===== src/rtl/timer_pkg.sv =====
// -----------------------------------------------------------------------------
// timer_pkg
// Shared definitions for the overflow timer: mode encodings, default
// parameter values and the prescaler register width helper.
// No ports (package).
// -----------------------------------------------------------------------------
package timer_pkg;

   localparam logic MODE_PERIODIC = 1'b0;
   localparam logic MODE_ONESHOT  = 1'b1;

   localparam int DEF_WIDTH    = 16;
   localparam int DEF_PRESCALE = 10;

   // A prescaler of 1 still needs a 1-bit register so the compare is legal.
   function automatic int ps_width(input int prescale);
      return (prescale <= 1) ? 1 : $clog2(prescale);
   endfunction

endpackage : timer_pkg


===== src/rtl/overflow_timer_prescaler.sv =====
// -----------------------------------------------------------------------------
// prescaler
// Divides the clock by PRESCALE, producing a one-cycle tick strobe.
// Ports:
//   clk_i     system clock
//   reset_i   synchronous active-high reset
//   clr_ps_i  restart the division from zero (driven by timer LOAD)
//   en_i      count enable (already qualified with RUNNING by the parent)
//   tick_o    high in the enabled cycle where the prescaler sits at PRESCALE-1
// -----------------------------------------------------------------------------
module prescaler
   import timer_pkg::*;
#(
   parameter int PRESCALE = DEF_PRESCALE
) (
   input  logic clk_i,
   input  logic reset_i,
   input  logic clr_ps_i,
   input  logic en_i,
   output logic tick_o
);

   localparam int PS_WIDTH = ps_width(PRESCALE);
   localparam logic [PS_WIDTH-1:0] PS_LAST = PS_WIDTH'(PRESCALE - 1);

   logic [PS_WIDTH-1:0] ps_q;
   logic [PS_WIDTH-1:0] ps_d;
   logic                at_last_s;

   assign at_last_s = (ps_q == PS_LAST);
   assign tick_o    = at_last_s & en_i;

   // Next prescaler value: clear wins over counting; wrap at the last step.
   always_comb begin
      ps_d = ps_q;
      if (clr_ps_i) begin
         ps_d = '0;
      end else if (en_i) begin
         if (at_last_s) begin
            ps_d = '0;
         end else begin
            ps_d = ps_q + PS_WIDTH'(1);
         end
      end else begin
         ps_d = ps_q;
      end
   end

   // Prescaler state register.
   always_ff @(posedge clk_i) begin
      if (reset_i) begin
         ps_q <= '0;
      end else begin
         ps_q <= ps_d;
      end
   end

endmodule : prescaler


===== src/rtl/overflow_timer.sv =====
// -----------------------------------------------------------------------------
// overflow_timer
// Programmable interval timer. A fixed prescaler generates ticks; each tick
// decrements a loadable down-counter. At terminal count a sticky overflow flag
// is raised and held until acknowledged. Periodic mode reloads the interval,
// one-shot mode stops the timer.
// Ports:
//   clk_i       system clock
//   reset_i     synchronous active-high reset
//   en_i        count enable; low freezes prescaler and counter
//   load_i      one-cycle strobe arming the timer with load_val_i / mode_i
//   load_val_i  interval value (also captured as the reload value)
//   mode_i      0 periodic, 1 one-shot; sampled on load_i
//   ack_i       clears overflow_o and missed_o
//   overflow_o  sticky terminal-count flag
//   missed_o    sticky flag: terminal count while overflow_o already set
//   tick_o      prescaler strobe
//   count_o     current down-count
//   running_o   timer armed
// -----------------------------------------------------------------------------
module overflow_timer
   import timer_pkg::*;
#(
   parameter int WIDTH    = DEF_WIDTH,
   parameter int PRESCALE = DEF_PRESCALE
) (
   input  logic             clk_i,
   input  logic             reset_i,
   input  logic             en_i,
   input  logic             load_i,
   input  logic [WIDTH-1:0] load_val_i,
   input  logic             mode_i,
   input  logic             ack_i,
   output logic             overflow_o,
   output logic             missed_o,
   output logic             tick_o,
   output logic [WIDTH-1:0] count_o,
   output logic             running_o
);

   logic [WIDTH-1:0] count_q,    count_d;
   logic [WIDTH-1:0] reload_q,   reload_d;
   logic             mode_q,     mode_d;
   logic             running_q,  running_d;
   logic             overflow_q, overflow_d;
   logic             missed_q,   missed_d;
   logic             tick_s;
   logic             terminal_s;

   prescaler #(
      .PRESCALE (PRESCALE)
   ) u_prescaler (
      .clk_i    (clk_i),
      .reset_i  (reset_i),
      .clr_ps_i (load_i),
      .en_i     (en_i & running_q),
      .tick_o   (tick_s)
   );

   // A tick coinciding with LOAD is discarded, so it can never be terminal.
   assign terminal_s = tick_s & ~load_i & (count_q == '0);

   // Next-state for counter, reload value, mode, run state and flags.
   always_comb begin
      count_d    = count_q;
      reload_d   = reload_q;
      mode_d     = mode_q;
      running_d  = running_q;
      overflow_d = overflow_q;
      missed_d   = missed_q;

      if (load_i) begin
         count_d   = load_val_i;
         reload_d  = load_val_i;
         mode_d    = mode_i;
         running_d = 1'b1;
      end else if (tick_s) begin
         if (count_q != '0) begin
            count_d = count_q - WIDTH'(1);
         end else if (mode_q == MODE_PERIODIC) begin
            count_d = reload_q;
         end else begin
            count_d   = '0;
            running_d = 1'b0;
         end
      end else begin
         count_d = count_q;
      end

      // New terminal event beats a coincident ACK; MISSED only sets when
      // the previous event was still pending and not being acknowledged.
      if (terminal_s) begin
         overflow_d = 1'b1;
         if (overflow_q & ~ack_i) begin
            missed_d = 1'b1;
         end else begin
            missed_d = missed_q;
         end
      end else if (ack_i) begin
         overflow_d = 1'b0;
         missed_d   = 1'b0;
      end else begin
         overflow_d = overflow_q;
         missed_d   = missed_q;
      end
   end

   // State registers.
   always_ff @(posedge clk_i) begin
      if (reset_i) begin
         count_q    <= '0;
         reload_q   <= '0;
         mode_q     <= MODE_PERIODIC;
         running_q  <= 1'b0;
         overflow_q <= 1'b0;
         missed_q   <= 1'b0;
      end else begin
         count_q    <= count_d;
         reload_q   <= reload_d;
         mode_q     <= mode_d;
         running_q  <= running_d;
         overflow_q <= overflow_d;
         missed_q   <= missed_d;
      end
   end

   assign overflow_o = overflow_q;
   assign missed_o   = missed_q;
   assign tick_o     = tick_s;
   assign count_o    = count_q;
   assign running_o  = running_q;

endmodule : overflow_timer

===== config.mk =====
export PLATFORM = sky130hd
export DESIGN_NAME = overflow_timer
export DESIGN_NICKNAME = d
export VERILOG_FILES = /design/src/rtl/timer_pkg.sv /design/src/rtl/overflow_timer_prescaler.sv /design/src/rtl/overflow_timer.sv
export SDC_FILE = /design/constraint.sdc
export NUM_CORES = 1
export LEC_CHECK = 0
export BUFFER_PORTS_ARGS = -buffer_cell sky130_fd_sc_hd__buf_2
export CAP_MARGIN = 10
export CORE_MARGIN = 1.5
export CORE_UTILIZATION = 34
export DETAILED_ROUTE_END_ITERATION = 8
export PLACE_DENSITY = 0.54
export SLEW_MARGIN = 30
export SYNTH_ARGS = -nofsm -noshare
export SYNTH_HDL_FRONTEND = slang
export SYNTH_HIERARCHICAL = 1
export SYNTH_SLANG_ARGS = --single-unit

===== constraint.sdc =====
create_clock -name clk_i -period 3.4 [get_ports clk_i]
set_input_delay 0.17 -clock clk_i [delete_from_list [all_inputs] [get_ports clk_i]]
set_output_delay 0.17 -clock clk_i [all_outputs]
set_load 0.005 [all_outputs]

==> run summary <==
### Setup path
- flip-flop — category of the worst setup path launch point
- reg -> reg — type of the worst setup path
- flip-flop — crit end category
- 6 — number of cells on the worst reg-to-reg path
- count_o[4] — start point of the critical path
- 18 — crit-path max FO
- count_o[4] — Worst R2R End
- 2720 ps — arrival time reported for the critical path endpoint
- 840 ps — R2R setup slack
- 3560 ps — Required @ worst endpoint
- count_o[4] — launch instance of the worst register-to-register path

### Clock network
- 40 — number of clock sinks seen by CTS
- 2 — CTS H-tree lvls
- 5 — Num CTS Buffers
- 0 — Post-CTS Resized
- 80 ps — Reg clk slew, reported paths
- 2 — Longest Clk Path Bufs
- clkbuf_8 — root buffer cell
- 0 — Hold-fix buffers, CTS
- 300 ps — insertion delay of the later-clocked pin in the worst-skew pair
- built — CTS tree
- 0 — Post-CTS Setup Bufs

### Logic synthesis
- 0 — number of synthesized flops with an enable pin
- 281 — Post-Synthesis Net Count
- 0% — Post-synth ARST share
- 257 — instance count of the mapped netlist
- dfxtp_1 — dominant cell type by area after synthesis
- 48 — number of distinct standard cells referenced by the synthesized netlist
- 2150 sq um — cell area after technology mapping
- 6 — warning count from the yosys run
- 8.35 sq um — Mapped Avg Cell Area
- 37.3% — sequential element share of the synthesized area
- 40 — number of storage elements in the synthesis netlist
- dfxtp_1, a21oi_1, mux2i_1 — dominant cells by area after synthesis
- 37.3% — proportion of netlist area held by the largest area contributor
- dfxtp_1 — Primary FF master, synth

### Routing
- 2013 — via total after detailed routing
- 0 — DR DRC count
- 5.49 — Vias per Instance
- 14.5 um — detailed-route wire length per cell
- 0 — count of nets left with antenna violations after detail routing
- 83 — Starting DRT DRC Count
- 5310 um — final routed wirelength across all metal layers
- 4 — detailed-routing iteration count for the pre-antenna-repair pass

### Floorplan
- 28 — number of standard-cell rows in the floorplan
- 6800 sq um — Total Die Area
- 42 — I/O pin total
- 6030 sq um — core box area
- 82.5 um — DIE HEIGHT
- 35.6% — initial core utilization
- 82.5 um — DIE WIDTH

### Layout
- 41.3% — final core utilization
- buf_2 — most frequent standard cell in the layout excluding fill and tap cells
- buf_2, dfxtp_1, a21oi_1, nor2_1, nand2_1 — most used cells in the layout excluding fill and tap cells
- 673 — number of fill cells in the layout
- 0 — ant diodes
- 315 — count of nets after finishing
- 16.0% — signed area change from the synthesized netlist to the final layout
- 20.9% — ratio of cells with drive above 1 in the final layout

### Timing
- no — setup repair after global routing missed its margin
- 390 MHz — f_max
- 0 — number of endpoints with negative hold slack in the final report
- 0 — total count of max-transition violations in the final report
- 795 ps — Slew @ Worst Pin
- 46.5% — relative slew slack
- 75.4% — post-route fraction of the period consumed by the critical path
- 4.78 ps — Worst Skew
- 0 ps — final setup TNS
- 0 — Final Setup Violations
- 2560 ps — shortest clock period the worst path allows after layout

### Min path
- load_val_i[8] — hold_sp
- in -> reg — Hold Crit Class
- 3 — number of stages on the worst hold path
- reload_q[8] — endpoint with the worst hold slack

### GRT
- met2 — GRT Max-Usage Layer
- 0 — number of antenna violations at the first check in global routing
- 1826 — via count of the first global-routing pass
- 27.4% — GRT met2 Usage
- 23.0% — global-route track usage on met1
- 17.5% — Total Routing Usage GR
- 8960 um — first-pass GRT wire length
- 0 — remaining global-route overflow
- 42 — maximum number of pins on one net before global-route repair
- 4.73% — global-route track usage on met3

### Placed design
- 0.784 — routability congestion estimate
- 41 — number of port buffers
- 3670 um — HPWL after detailed placement

### Status
- completed — run status

### Pwr
- 413 nW/um^2 — ratio of total power to cell area
- 0.156 mV — largest voltage drop on the vdd net
- 0.00100 uW — static leakage power

### Run
- 0 — number of maximum-capacitance constraint violations

[kinds of logic (layout without fill, tap and decap cells)]
logic type	after synthesis	count (layout)	share of synthesized area, %
adder cells (fa/ha/maj)	2	2	1.17
XOR/XNOR	7	7	2.86
AND/OR/NAND/NOR	87	87	23.4
multiplexers	13	13	6.06
buffers and inverters	31	66	6.06
AO/OA/AOI/OAI	77	77	23.1
flip-flops	40	40	37.3
[cells in the mapped netlist, types with 2 or more instances]
master    number
a221oi_1       7
xnor2_1        2
mux2i_1       13
a211oi_1       2
a311oi_1       2
a21oi_1       27
nand3_1        6
nor4_4         2
nor2_1        20
clkbuf_1      11
dfxtp_1       40
buf_2          2
nand2_2        2
nor4_1         5
o21a_1         2
xor2_1         5
and4_1         2
nor3b_1        2
or4_1          5
inv_1         13
o32ai_1        4
ha_1           2
or3_1          2
buf_1          3
o21ai_0       15
nand2_1       17
a22oi_1        3
nor2b_1        5
o41ai_1        2
nand2b_1       5
nor3_1         6
o22ai_1        7
[layer usage]
layer  up-vias  wire [um]
met1       948       2550
met2        39       2420
met3         6        262
met4         0         82
met5         -          0
li1       1020          -
[through the flow]
step | instances | cell area [sq um] | worst slack (ps) | hold WS, ps | power [uW]
floorplan | 257 | 2150 | 1180 | 235 | 649
global placement | 359 | 2400 | 887 | 417 | 706
detailed placement | 359 | 2400 | 826 | 426 | 707
CTS | 367 | 2490 | 815 | 118 | 1040
global route | 367 | 2490 | 614 | 120 | 1090
finish | 367 | 2490 | 837 | 123 | 1030
[flip-flops by register name, summed over array words and instances (netlist names)]
name / flops
count_o: 16
missed_o: 1
mode_q: 1
overflow_o: 1
reload_q: 16
running_o: 1
u_prescaler/ps_q: 4
[how the worst max path moves through the flow]
stage	to	slack, ps	cells past startpoint
6_report	count_o[4]	840	6
3_3_place_gp	count_o[4]	890	6
5_1_grt	count_o[4]	610	6
2_1_floorplan	count_o[12]	1180	6
3_5_place_dp	count_o[4]	830	6
4_1_cts	count_o[4]	810	6
[worst max-delay path: stages (launching register included)]
cell	delay, ps
dfxtp_1	370
or4_1	710
nor4_4	440
buf_4	290
o21ai_0	120
a2111oi_1	400
nor3_1	90
[area by class of cell]
cell class              instances  area (sq um)  share of cell area (%)
multi-input cells             186          1220                    49.0
flip-flops and latches         40           801                    32.2
repair buffers                 45           235                    9.45
well taps                      75          93.8                    3.77
clock buffers                   8          90.1                    3.62
inverters                      13          48.8                    1.96
[report_power, final]
part,switching (uW),internal [uW]
logic,96.4,75.5
clock network,167,166
registers,29.6,493
No activity file was read; power rests on OpenSTA's default activity.
